File: src/rtl/reg_wb_arbiter.sv
// rtl/reg_wb_arbiter.sv - round-robin writeback arbiter with pending-write scoreboard
module reg_wb_arbiter #(
    parameter int CNT_W = 16
) (
    input  logic             clk,
    input  logic             rst,
    input  logic             alu_valid,
    input  logic [4:0]       alu_addr,
    input  logic [31:0]      alu_data,
    output logic             alu_ready,
    input  logic             mem_valid,
    input  logic [4:0]       mem_addr,
    input  logic [31:0]      mem_data,
    output logic             mem_ready,
    input  logic             rsv_valid,
    input  logic [4:0]       rsv_addr,
    output logic             reg_wr,
    output logic [4:0]       reg_write_addr,
    output logic [31:0]      reg_din,
    output logic [31:0]      pending,
    output logic [CNT_W-1:0] conflict_cnt
);

    // last_grant: 0 = ALU won last, 1 = MEM won last
    logic             last_grant_q, last_grant_d;
    logic             reg_wr_q, reg_wr_d;
    logic [4:0]       reg_addr_q, reg_addr_d;
    logic [31:0]      reg_din_q, reg_din_d;
    logic [31:0]      pending_q, pending_d;
    logic [CNT_W-1:0] cnt_q, cnt_d;

    logic             alu_gnt;
    logic             mem_gnt;
    logic             acc;
    logic [4:0]       acc_addr;
    logic [31:0]      acc_data;

    // Grant decision: a lone requester always wins; on a tie the one that did not win last time wins
    always_comb begin
        alu_gnt  = !rst && alu_valid && (!mem_valid || last_grant_q);
        mem_gnt  = !rst && mem_valid && (!alu_valid || !last_grant_q);
        acc      = alu_gnt || mem_gnt;
        acc_addr = alu_gnt ? alu_addr : mem_addr;
        acc_data = alu_gnt ? alu_data : mem_data;
    end

    // Next-state for the write port, round-robin pointer, scoreboard and conflict counter
    always_comb begin
        last_grant_d = last_grant_q;
        reg_wr_d     = 1'b0;
        reg_addr_d   = reg_addr_q;
        reg_din_d    = reg_din_q;
        pending_d    = pending_q;
        cnt_d        = cnt_q;

        if (acc) begin
            last_grant_d = mem_gnt;
            reg_wr_d     = (acc_addr != 5'd0);
            reg_addr_d   = acc_addr;
            reg_din_d    = acc_data;
        end

        // Clear on retirement first so a same-cycle reservation (a newer producer) overrides it
        for (int i = 1; i < 32; i++) begin
            if (rsv_valid && (rsv_addr == i[4:0])) begin
                pending_d[i] = 1'b1;
            end else if (acc && (acc_addr == i[4:0])) begin
                pending_d[i] = 1'b0;
            end
        end
        pending_d[0] = 1'b0;

        if (alu_valid && mem_valid && !(&cnt_q)) begin
            cnt_d = cnt_q + {{(CNT_W-1){1'b0}}, 1'b1};
        end
    end

    // State registers; reset drops any in-flight write immediately
    always_ff @(posedge clk or posedge rst) begin
        if (rst) begin
            last_grant_q <= 1'b1;
            reg_wr_q     <= 1'b0;
            reg_addr_q   <= 5'd0;
            reg_din_q    <= 32'd0;
            pending_q    <= 32'd0;
            cnt_q        <= '0;
        end else begin
            last_grant_q <= last_grant_d;
            reg_wr_q     <= reg_wr_d;
            reg_addr_q   <= reg_addr_d;
            reg_din_q    <= reg_din_d;
            pending_q    <= pending_d;
            cnt_q        <= cnt_d;
        end
    end

    assign alu_ready      = alu_gnt;
    assign mem_ready      = mem_gnt;
    assign reg_wr         = reg_wr_q;
    assign reg_write_addr = reg_addr_q;
    assign reg_din        = reg_din_q;
    assign pending        = pending_q;
    assign conflict_cnt   = cnt_q;

endmodule

File: config.mk
export PLATFORM = sky130hd
export DESIGN_NAME = reg_wb_arbiter
export DESIGN_NICKNAME = d
export VERILOG_FILES = /design/src/rtl/reg_wb_arbiter.sv
export SDC_FILE = /design/constraint.sdc
export NUM_CORES = 1
export LEC_CHECK = 0
export CAP_MARGIN = 0
export CELL_PAD_IN_SITES_DETAIL_PLACEMENT = 1
export CELL_PAD_IN_SITES_GLOBAL_PLACEMENT = 2
export CORE_MARGIN = 5
export CORE_UTILIZATION = 23
export DETAILED_ROUTE_END_ITERATION = 7
export PLACE_DENSITY = 0.87
export SLEW_MARGIN = 20
export SYNTH_ARGS = -nofsm -noshare
export SYNTH_HDL_FRONTEND = slang
export SYNTH_SLANG_ARGS = --single-unit
File: constraint.sdc
create_clock -name clk -period 4.65 [get_ports clk]
set_input_delay 1.395 -clock clk [delete_from_list [all_inputs] [get_ports clk]]
set_output_delay 1.395 -clock clk [all_outputs]
set_load 0.03 [all_outputs]
==> summary.txt <==
status - finished clean
post-synthesis cell area - 4620 sq um
Max Freq - 244 MHz
CTS tree - done
register area share after synthesis - 0.466
drt first pass iters - 4
most frequent cells in the layout - clkdlybuf4s50_1, dfrtp_1, nand2_1, nor2_1, mux2i_1
CP max-delay cell - clkdlybuf4s50_1
Crit Reg-Reg Startpoint - last_grant_q$_DFFE_PP1P_
Power Density - 418 nW/um^2
post-CTS setup buffer count - 0
RSZ-0062 raised after global routing - false
switching portion of total power - 0.359
worst hold-check path type - flip-flop to flip-flop
commonest non-fill, non-tap cell in the layout - clkdlybuf4s50_1
Tightest Pin Transition - 0.872 ns
largest net degree at the start of global routing - 75
Iter 0 DRT Violations - 173
Die W - 152 microns
number of synthesized flops with an enable pin - 0
worst path arrival time - 2.70 ns
fin crit share - 0.880
Core Box Area - 19700 sq um
met2 WL - 7480 microns
Worst Min Path Start - reg_din[30]$_DFFE_PP0P_
Ports - 172
Antenna diodes - 0
Tot GR Track Use - 0.141
Synth Instances - 499
number of global-route vias before repair - 4498
worst-case clock buffer depth - 2
hold path depth - 2
syn_area_per_cell - 9.26 sq um
worst path bufs/invs - 2
worst hold slack - 0.478 ns
routability cong. - 0.780
htree depth - 3
layout cells sized above 1 - 0.0708
Primary FF master, synth - dfrtp_1
Slew HR - 0.419
synthesis-stage register bit count - 86
grt ovf - 0
fin nets - 744
Max Cap Viol - 0
clock transition at the registers of the reported paths - 0.07 ns
Post-DP HPWL - 12300 microns
die area - 23000 sq um
num rows - 51
worst setup skew after layout - 0.00637 ns
total vias in the final route - 4329
Worst Hold Path EP - reg_din[30]$_DFFE_PP0P_
reg2reg end - pending[12]$_DFFE_PP0P_
leakage power - 2.93 nW
Die Height - 152 microns
Tmin final - 4.09 ns
Resized cells post-CTS - 0
via/cell ratio - 4.66
Clk Latency, worst-skew pair - 0.34 ns
internal power - 1.85 mW
max-slew violation count - 0
Crit path max-delay family - buffers and inverters
ys async rst share - 1.00
Flop pwr share - 0.355
Top Layer Used - met4
critical path endpoint category - output port
setup violators final - 0
Peak VDD IR - 0.250 mV
Unique masters post-synth - 56
clock power share - 0.280
Area Growth Syn to Fin - 49.7%
setup slack, reg-to-reg - 2.51 ns
R2R depth - 5
first-pass GRT wire length - 25100 microns
Hold Fails Final Rpt - 0
Clock Sinks - 86
Metal-1 WL - 7250 microns
Detailed Route WL - 16100 microns
Clock Tree Root - clkbuf_16
Final Power - 2.89 mW
DRC viols - 0
initial antenna violation count - 0
Crit Path Class - input port to output port
clock buffer count from CTS - 9
Routed WL per cell - 17.4 microns
Final TNS setup - 0 ns
Ys Warns - 0
Port Buffers - 170
Starting Density - 0.235
CP required - 3.25 ns
remaining antenna violation count - 0
switching power - 1.04 mW
Combinational Power Share - 0.365
crit-path cells - clkdlybuf4s50_1, a21boi_2, and2_1, buf_4
Hold Buf Count CTS - 0
max incr delay on CP - 0.66 ns
DR WL met3 - 969 microns
Crit Path Max Fanout - 8
Synth Net Count - 584
crit path launch type - input port
registers in the layout, indices dropped and copies added, names as in the netlist:
| signal | cells |
|---|---|
| reg_din | 32 |
| reg_write_addr | 5 |
| last_grant_q | 1 |
| pending | 31 |
| conflict_cnt | 16 |
| reg_wr | 1 |
worst max path at each step:
stage                         start        end  slack (ns)  cells after the start
after CTS                 alu_valid  mem_ready        0.55                      4
after global placement    mem_valid  mem_ready        0.57                      4
after detailed placement  alu_valid  mem_ready        0.56                      4
final                     mem_valid  mem_ready        0.56                      4
after global routing      alu_valid  mem_ready        0.47                      4
after floorplan                 rst  alu_ready        0.37                      6
logic make-up (layout without fill, tap and decap cells):
family / after synthesis / in the layout / share of synthesized area
and+or+nand+nor: 217 / 217 / 0.236
AOI/OAI and AO/OA: 92 / 92 / 0.120
DFF: 86 / 86 / 0.466
muxes: 54 / 54 / 0.119
buffers and inverters: 40 / 205 / 0.0409
xor gates and xnor gates: 8 / 8 / 0.0152
adders and majority gates: 1 / 1 / 0.00271
other: 1 / 1 / 0.000811
power groups by stage:
stage	clock network (mW)	registers, mW	logic [mW]
2_1_floorplan	0	1.32	0.288
3_3_place_gp	0	1.04	1.05
3_5_place_dp	0	1.04	1.07
4_1_cts	0.844	1.03	1.07
5_1_grt	0.875	1.05	1.13
6_report	0.809	1.03	1.05
Yosys cell counts (2+ instances only):
master,count,area share
a211oi_1,5,0.0081
nor3_1,34,0.037
nand4_1,6,0.0081
a31oi_1,5,0.0068
buf_4,9,0.015
mux2i_1,51,0.11
o21ai_1,32,0.035
and2_1,4,0.0054
inv_1,11,0.0089
xor2_1,2,0.0038
and4b_1,2,0.0043
nand3_2,2,0.0043
xnor2_1,6,0.011
nand4b_1,5,0.0095
nand4bb_1,3,0.0073
o21ai_0,5,0.0054
nand3_1,14,0.015
and3_1,2,0.0027
a21oi_1,30,0.032
o311ai_1,2,0.0038
clkbuf_1,14,0.011
nand2_1,66,0.054
dfrtp_1,85,0.46
nor2b_1,9,0.012
o22ai_1,5,0.0068
buf_2,4,0.0043
nand2b_1,4,0.0054
nor2_1,54,0.044
metal layers:
layer / track usage / vias to the layer above
li1: - / 2078
met1: 0.188 / 2112
met2: 0.223 / 118
met3: 0.0268 / 21
met4: 0.0593 / 0
met5: 0 / -
worst register-to-register path, delay by kind of cell, from the launching register on:
| family | cells | cell delay (ns) |
|---|---|---|
| AND/OR/NAND/NOR | 2 | 0.41 |
| multiplexers | 1 | 0.42 |
| AO/OA/AOI/OAI | 1 | 0.12 |
| buffers and inverters | 1 | 0.68 |
| flip-flops | 1 | 0.39 |
metrics by stage:
| step | instances | utilization | setup WS (ns) | cell area (sq um) |
|---|---|---|---|---|
| floorplan | 499 | - | 0.365 | 4630 |
| global placement | 913 | 0.335 | 0.572 | 6590 |
| detailed placement | 913 | 0.335 | 0.561 | 6590 |
| CTS | 929 | 0.352 | 0.554 | 6920 |
| global route | 929 | 0.352 | 0.469 | 6920 |
| finish | 929 | 0.352 | 0.557 | 6920 |
final cells by class:
class | instances | area [sq um]
Fill cell | 2319 | 12700
Clock buffer | 11 | 253
Inverter | 12 | 47.5
Timing Repair Buffer | 177 | 1750
Clock inverter | 5 | 81.3
Sequential cell | 86 | 2150
Multi-Input combinational cell | 373 | 2300
Tap cell | 265 | 332
Note: power is estimated with default switching activity, not from simulation.
